$ cat src/rtl/postfix_eval_sequencer.sv
// Sequences STACK_BASED_ALU commands for a stream of postfix tokens and returns the final value.
// Operand 2 cycles, binary operator 7, terminator 3; tok_ready only in FETCH, errors/overflow drain the ALU stack.
module postfix_eval_sequencer #(
    parameter int n     = 8,
    parameter int DEPTH = 128
) (
    input  logic         CLK,
    input  logic         RST_N,
    input  logic         start,
    input  logic         tok_valid,
    output logic         tok_ready,
    input  logic [n-1:0] tok_data,
    input  logic         tok_is_op,
    output logic [2:0]   alu_opcode,
    output logic [n-1:0] alu_in,
    input  logic [n-1:0] alu_out,
    input  logic         alu_overflow,
    output logic [n-1:0] result,
    output logic         result_valid,
    output logic         busy,
    output logic         error
);
    localparam int DW = $clog2(DEPTH + 1);
    localparam logic [DW-1:0] DEPTH_C = DW'(DEPTH);

    localparam logic [2:0] OP_NOP  = 3'b000;
    localparam logic [2:0] OP_PUSH = 3'b110;
    localparam logic [2:0] OP_POP  = 3'b111;
    localparam logic [2:0] OP_ADD  = 3'b100;
    localparam logic [2:0] OP_MUL  = 3'b101;

    localparam logic [n-1:0] TOK_ADD = n'(43);
    localparam logic [n-1:0] TOK_SUB = n'(45);
    localparam logic [n-1:0] TOK_MUL = n'(42);
    localparam logic [n-1:0] TOK_END = n'(36);

    typedef enum logic [3:0] {
        IDLE, FETCH, PUSH_N, POP_B, PUSH_B, EXEC, POP1, POP2, PUSH_R, FIN_POP, CAPT, DRAIN
    } state_t;

    state_t          state_q;
    logic [2:0]      opcode_q;
    logic [n-1:0]    alu_in_q;
    logic [n-1:0]    r_q;
    logic [n-1:0]    result_q;
    logic            result_valid_q;
    logic            busy_q;
    logic            error_q;
    logic            tok_ready_q;
    logic            op_mul_q;
    logic            op_sub_q;
    logic [DW-1:0]   depth_q;

    logic fetch_hs;
    logic is_arith;
    logic tok_bad;
    logic abort;

    // depth_q already includes the command currently on alu_opcode, so the checks see post-command occupancy
    always_comb begin
        fetch_hs = (state_q == FETCH) && tok_valid && tok_ready_q;
        is_arith = (tok_data == TOK_ADD) || (tok_data == TOK_SUB) || (tok_data == TOK_MUL);
        tok_bad  = 1'b0;
        if (!tok_is_op) begin
            tok_bad = (depth_q == DEPTH_C);
        end else if (is_arith) begin
            tok_bad = (depth_q < DW'(2));
        end else if (tok_data == TOK_END) begin
            tok_bad = (depth_q != DW'(1));
        end else begin
            tok_bad = 1'b1;
        end
        abort = (alu_overflow && (state_q != IDLE) && (state_q != DRAIN)) || (fetch_hs && tok_bad);
    end

    always_ff @(posedge CLK) begin
        if (!RST_N) begin
            state_q        <= IDLE;
            opcode_q       <= OP_NOP;
            alu_in_q       <= '0;
            r_q            <= '0;
            result_q       <= '0;
            result_valid_q <= 1'b0;
            busy_q         <= 1'b0;
            error_q        <= 1'b0;
            tok_ready_q    <= 1'b0;
            op_mul_q       <= 1'b0;
            op_sub_q       <= 1'b0;
            depth_q        <= '0;
        end else begin
            opcode_q       <= OP_NOP;
            result_valid_q <= 1'b0;
            tok_ready_q    <= 1'b0;
            if (abort) begin
                state_q <= DRAIN;
                error_q <= 1'b1;
                if (depth_q != '0) begin
                    opcode_q <= OP_POP;
                    depth_q  <= depth_q - DW'(1);
                end
            end else begin
                case (state_q)
                    IDLE: begin
                        if (start) begin
                            state_q     <= FETCH;
                            busy_q      <= 1'b1;
                            error_q     <= 1'b0;
                            tok_ready_q <= 1'b1;
                        end
                    end
                    FETCH: begin
                        if (fetch_hs) begin
                            if (!tok_is_op) begin
                                state_q  <= PUSH_N;
                                opcode_q <= OP_PUSH;
                                alu_in_q <= tok_data;
                                depth_q  <= depth_q + DW'(1);
                            end else if (is_arith) begin
                                state_q  <= POP_B;
                                opcode_q <= OP_POP;
                                op_mul_q <= (tok_data == TOK_MUL);
                                op_sub_q <= (tok_data == TOK_SUB);
                                depth_q  <= depth_q - DW'(1);
                            end else begin
                                state_q  <= FIN_POP;
                                opcode_q <= OP_POP;
                                depth_q  <= depth_q - DW'(1);
                            end
                        end else begin
                            tok_ready_q <= 1'b1;
                        end
                    end
                    PUSH_N: begin
                        state_q     <= FETCH;
                        tok_ready_q <= 1'b1;
                    end
                    POP_B: begin
                        state_q  <= PUSH_B;
                        opcode_q <= OP_PUSH;
                        depth_q  <= depth_q + DW'(1);
                    end
                    PUSH_B: begin
                        state_q  <= EXEC;
                        opcode_q <= op_mul_q ? OP_MUL : OP_ADD;
                    end
                    EXEC: begin
                        state_q  <= POP1;
                        opcode_q <= OP_POP;
                        depth_q  <= depth_q - DW'(1);
                    end
                    POP1: begin
                        state_q  <= POP2;
                        opcode_q <= OP_POP;
                        r_q      <= alu_out;
                        depth_q  <= depth_q - DW'(1);
                    end
                    POP2: begin
                        state_q  <= PUSH_R;
                        opcode_q <= OP_PUSH;
                        alu_in_q <= r_q;
                        depth_q  <= depth_q + DW'(1);
                    end
                    PUSH_R: begin
                        state_q     <= FETCH;
                        tok_ready_q <= 1'b1;
                    end
                    FIN_POP: begin
                        state_q <= CAPT;
                    end
                    CAPT: begin
                        state_q        <= IDLE;
                        busy_q         <= 1'b0;
                        result_q       <= alu_out;
                        result_valid_q <= 1'b1;
                    end
                    DRAIN: begin
                        if (depth_q != '0) begin
                            opcode_q <= OP_POP;
                            depth_q  <= depth_q - DW'(1);
                        end else begin
                            state_q <= IDLE;
                            busy_q  <= 1'b0;
                        end
                    end
                    default: begin
                        state_q <= IDLE;
                        busy_q  <= 1'b0;
                    end
                endcase
            end
        end
    end

    // The popped B operand only appears on alu_out during PUSH_B, so it is forwarded combinationally
    assign alu_in       = (state_q == PUSH_B) ? (op_sub_q ? -alu_out : alu_out) : alu_in_q;
    assign alu_opcode   = opcode_q;
    assign tok_ready    = tok_ready_q;
    assign result       = result_q;
    assign result_valid = result_valid_q;
    assign busy         = busy_q;
    assign error        = error_q;

endmodule
$ cat config.mk
export PLATFORM = sky130hd
export DESIGN_NAME = postfix_eval_sequencer
export DESIGN_NICKNAME = d
export VERILOG_FILES = /design/src/rtl/postfix_eval_sequencer.sv
export SDC_FILE = /design/constraint.sdc
export NUM_CORES = 1
export LEC_CHECK = 0
export CAP_MARGIN = 20
export CORE_ASPECT_RATIO = 0.75
export CORE_MARGIN = 10
export CORE_UTILIZATION = 49
export DETAILED_ROUTE_END_ITERATION = 12
export GPL_TIMING_DRIVEN = 0
export PLACE_DENSITY = 0.72
export SYNTH_ARGS = -nofsm -noshare
export SYNTH_HDL_FRONTEND = slang
export SYNTH_SLANG_ARGS = --single-unit
$ cat constraint.sdc
create_clock -name CLK -period 2.3 [get_ports CLK]
set_input_delay 0.46 -clock CLK [delete_from_list [all_inputs] [get_ports CLK]]
set_output_delay 0.46 -clock CLK [all_outputs]
set_load 0.01 [all_outputs]
==> impl_metrics.tcl <==
set metrics [dict create \
    whs_ns 0.463 \
    synth-seq-cells 45 \
    numClockSinks 45 \
    cts_hold_buf 0 \
    p_per_area_mw_per_mm2 856 \
    hold_class "reg2reg" \
    r2r-start "depth_q[5]$_SDFFE_PN0P_" \
    syn_inst 394 \
    ys_async_sr_fraction_pct 0 \
    path_class "in2out" \
    yosysTopAreaCell "dfxtp_1" \
    drt_pass1_iterations 5 \
    clock_latency_ns 0.30 \
    area_delta_synth_final_pct 38.2 \
    clockRootBuffer "clkbuf_8" \
    r2r_cells 8 \
    grt_antenna_before_repair 0 \
    violations "negative setup slack" \
    crit_chain "buf_8, or3_4, or3_4, o31ai_4, xor2_1, a21oi_1, buf_2" \
    fin_util_pct 70.9 \
    fmax_ghz 0.429 \
    final_layout_size_suffix_gt1_share_pct 22.2 \
    drtIter0Drc 253 \
    crit_buf_inv 2 \
    wl_met3_um 935 \
    r2r-end "depth_q[0]$_SDFFE_PN0P_" \
    avgSynthCellArea_um2 7.66 \
    rsz0062_at_grt "true" \
    critPathLaunchType "input port" \
    synth_edf_count 0 \
    start_util_pct 51.3 \
    hp-start "result[1]$_SDFFE_PN0P_" \
    top_layer "met4" \
    internal_power_mw 2.07 \
    grt_pass1_vias 3056 \
    layout_setup_ws_ns -0.0332 \
    critPathMaxFanout 4 \
    grt_first_pass_wirelength_mm 15.7 \
    irDropWorstVdd_mv 0.504 \
    reg2reg_setup_slack_ns 0.05 \
    dieArea_mm2 0.00973 \
    p_switching_mw 1.50 \
    p_seq_share_pct 27.9 \
    grt_usage_pct 19.0 \
    yosys-top-cells-count "58 x nand2_1, 45 x dfxtp_1, 34 x nor2_1" \
    fin_worst_skew_ns 0.00543 \
    ant_nets 0 \
    ys_seq_area_share_pct 29.9 \
    port_buffers 43 \
    grt_max_degree 16 \
    num_io_pins 45 \
    cp_slowest_stage_delay_ns 0.38 \
    core_mm2 0.00589 \
    ys_top_cells_by_area "dfxtp_1 30%, mux2i_1 9.0%, nand2_1 7.2%" \
    vias_per_cell 6.27 \
    holdPathEnd "result[1]$_SDFFE_PN0P_" \
    min_path_cells 2 \
    cp.required_ns 1.84 \
    route.vias.total 3392 \
    synth.most_common_cell "nand2_1" \
    wl_met2_mm 4.55 \
    num-nets-final 488 \
    cts_buffers 5 \
    synth.distinct_cells 56 \
    worstMarginPinSlew_ns 0.772 \
    drt-total-wl_mm 10.4 \
    yosys_warnings 0 \
    path_common_cell "or3_4" \
    gr-total-overflow 0 \
    die_x_um 111 \
    min_period_ns 2.33 \
    rows 24 \
    clk_pin_slew_worst_paths_ns 0.09 \
    switching_share_pct 42.1 \
    drv_slew 0 \
    synth_top_area_share_pct 29.9 \
    synth_nets 420 \
    route.detailed.drc 0 \
    finalHoldViolCount 0 \
    clockBufferDepth 2 \
    dpl.hpwl_mm 7.10 \
    synth_ff_type "dfxtp_1" \
    die-height_um 88.0 \
    clockPowerShare_pct 20.5 \
    h-tree-depth 2 \
    drv_cap 0 \
    gp_congestion 0.920 \
    cp_slowest_cell "or3_4" \
    outcome "complete, but fails checks" \
    timing.final.crit_share_pct 101 \
    synth_area_mm2 0.00302 \
    final-setup-viol-count 1 \
    path_delay_family "simple AND/OR/NAND/NOR gates" \
    end_kind "primary output" \
    arrival_ns 1.87 \
    cellLeakagePower_nw 1.53 \
    maxSlewHeadroom_pct 48.5 \
    drt-met1-wl_mm 4.79 \
    cts_tree "yes" \
    antenna_cells 0 \
    wl_per_cell_um 19.2 \
    share_comb_of_total_power_pct 51.6 \
]
[flip-flops by register name, summed over array words and instances, names as in the netlist]
register and cells:
alu_opcode 3, tok_ready 1, state_q 4, result 8, result_valid 1, error 1
op_sub_q 1, alu_in_q 8, depth_q 8, op_mul_q 1, r_q 8, busy 1
[worst reg2reg max path, cell delays in order (launching register included)]
cell and delay (ns):
dfxtp_2 0.33, buf_6 0.13, nor4_4 0.35, nand4_1 0.17
a21o_1 0.23, o21a_1 0.19, buf_6 0.14, or4_4 0.54
o2111ai_2 0.10
[kinds of logic (layout without fill, tap and decap cells)]
logic type	count (synthesis)	in the layout	share of synthesized area [%]
xor+xnor	8	8	2.32
simple gates	152	152	25.5
flops	45	45	29.9
mux	27	27	8.96
fa+ha+maj	4	4	1.66
compound gates	117	119	25.8
buf+inv	41	108	5.81
[placed cells by master, fill, tap and decap left out, types with 5 or more instances in the layout]
cell              n
nand2_1          56
dfxtp_1          41
nor2_1           29
mux2i_1          27
a21oi_1          24
clkdlybuf4s50_1  24
o21ai_0          18
buf_4            15
a31oi_1          14
inv_1            13
clkbuf_1         11
buf_2             9
o31ai_1           9
o211ai_1          7
nand3_1           7
a311oi_1          7
dlygate4sd2_1     7
nand4_1           6
xor2_1            5
nor3_1            5
clkbuf_8          5
[routing by layer]
metal / global-route usage, % / vias up
met5: 0 / -
met4: 4.25 / 0
met3: 5.19 / 13
met2: 28.5 / 172
met1: 26.5 / 1615
li1: - / 1592
[what timing repair did]
item,4_1_cts,5_1_grt
pin swaps,11,14
gates cloned,0,3
gates resized for setup,87,39
buffers inserted,11,7
endpoints found under the setup margin,52,28
[worst max path at each step]
stage	startpoint	endpoint	slack, ns	depth (start not counted)
floorplan	depth_q[0]$_SDFFE_PN0P_	op_mul_q$_SDFFE_PN0P_	0.09	9
global placement	alu_out[0]	alu_in[7]	-0.93	7
detailed placement	alu_out[0]	alu_in[7]	-0.91	7
CTS	alu_out[2]	alu_in[7]	-0.06	7
global route	alu_out[2]	alu_in[7]	-0.09	7
finish	alu_out[2]	alu_in[7]	-0.03	7
[area by class of cell]
type                            instances  area [µm²]
Clock buffer                            5        68.8
Inverter                               14        52.6
Tap cell                               78        97.6
Buffer                                 24         150
Fill cell                             475        1720
Timing Repair Buffer                   62         608
Clock inverter                          3        68.8
Multi-Input combinational cell        310        2220
Sequential cell                        45         906
[stage by stage]
| step | area (µm²) | total power, mW | setup TNS (ns) | setup slack, ns | cells |
|---|---|---|---|---|---|
| 3_3_place_gp | 3540 | 2.37 | -29.95 | -0.926 | 515 |
| 6_report | 4170 | 3.57 | -0.0332 | -0.0332 | 541 |
| 5_1_grt | 4170 | 3.77 | -0.593 | -0.0870 | 541 |
| 4_1_cts | 3930 | 3.22 | -0.0555 | -0.0552 | 533 |
| 3_5_place_dp | 3540 | 2.40 | -31.02 | -0.908 | 515 |
| 2_1_floorplan | 3020 | 1.98 | 0 | 0.0912 | 394 |
[power by group through the flow]
stage / clock [mW] / sequential [mW] / combinational [mW]
3_3_place_gp: 0 / 0.991 / 1.38
4_1_cts: 0.740 / 0.982 / 1.50
3_5_place_dp: 0 / 0.995 / 1.40
6_report: 0.733 / 0.994 / 1.84
2_1_floorplan: 0 / 0.989 / 0.991
5_1_grt: 0.779 / 1.01 / 1.98
(Power assumes the default switching activity.)
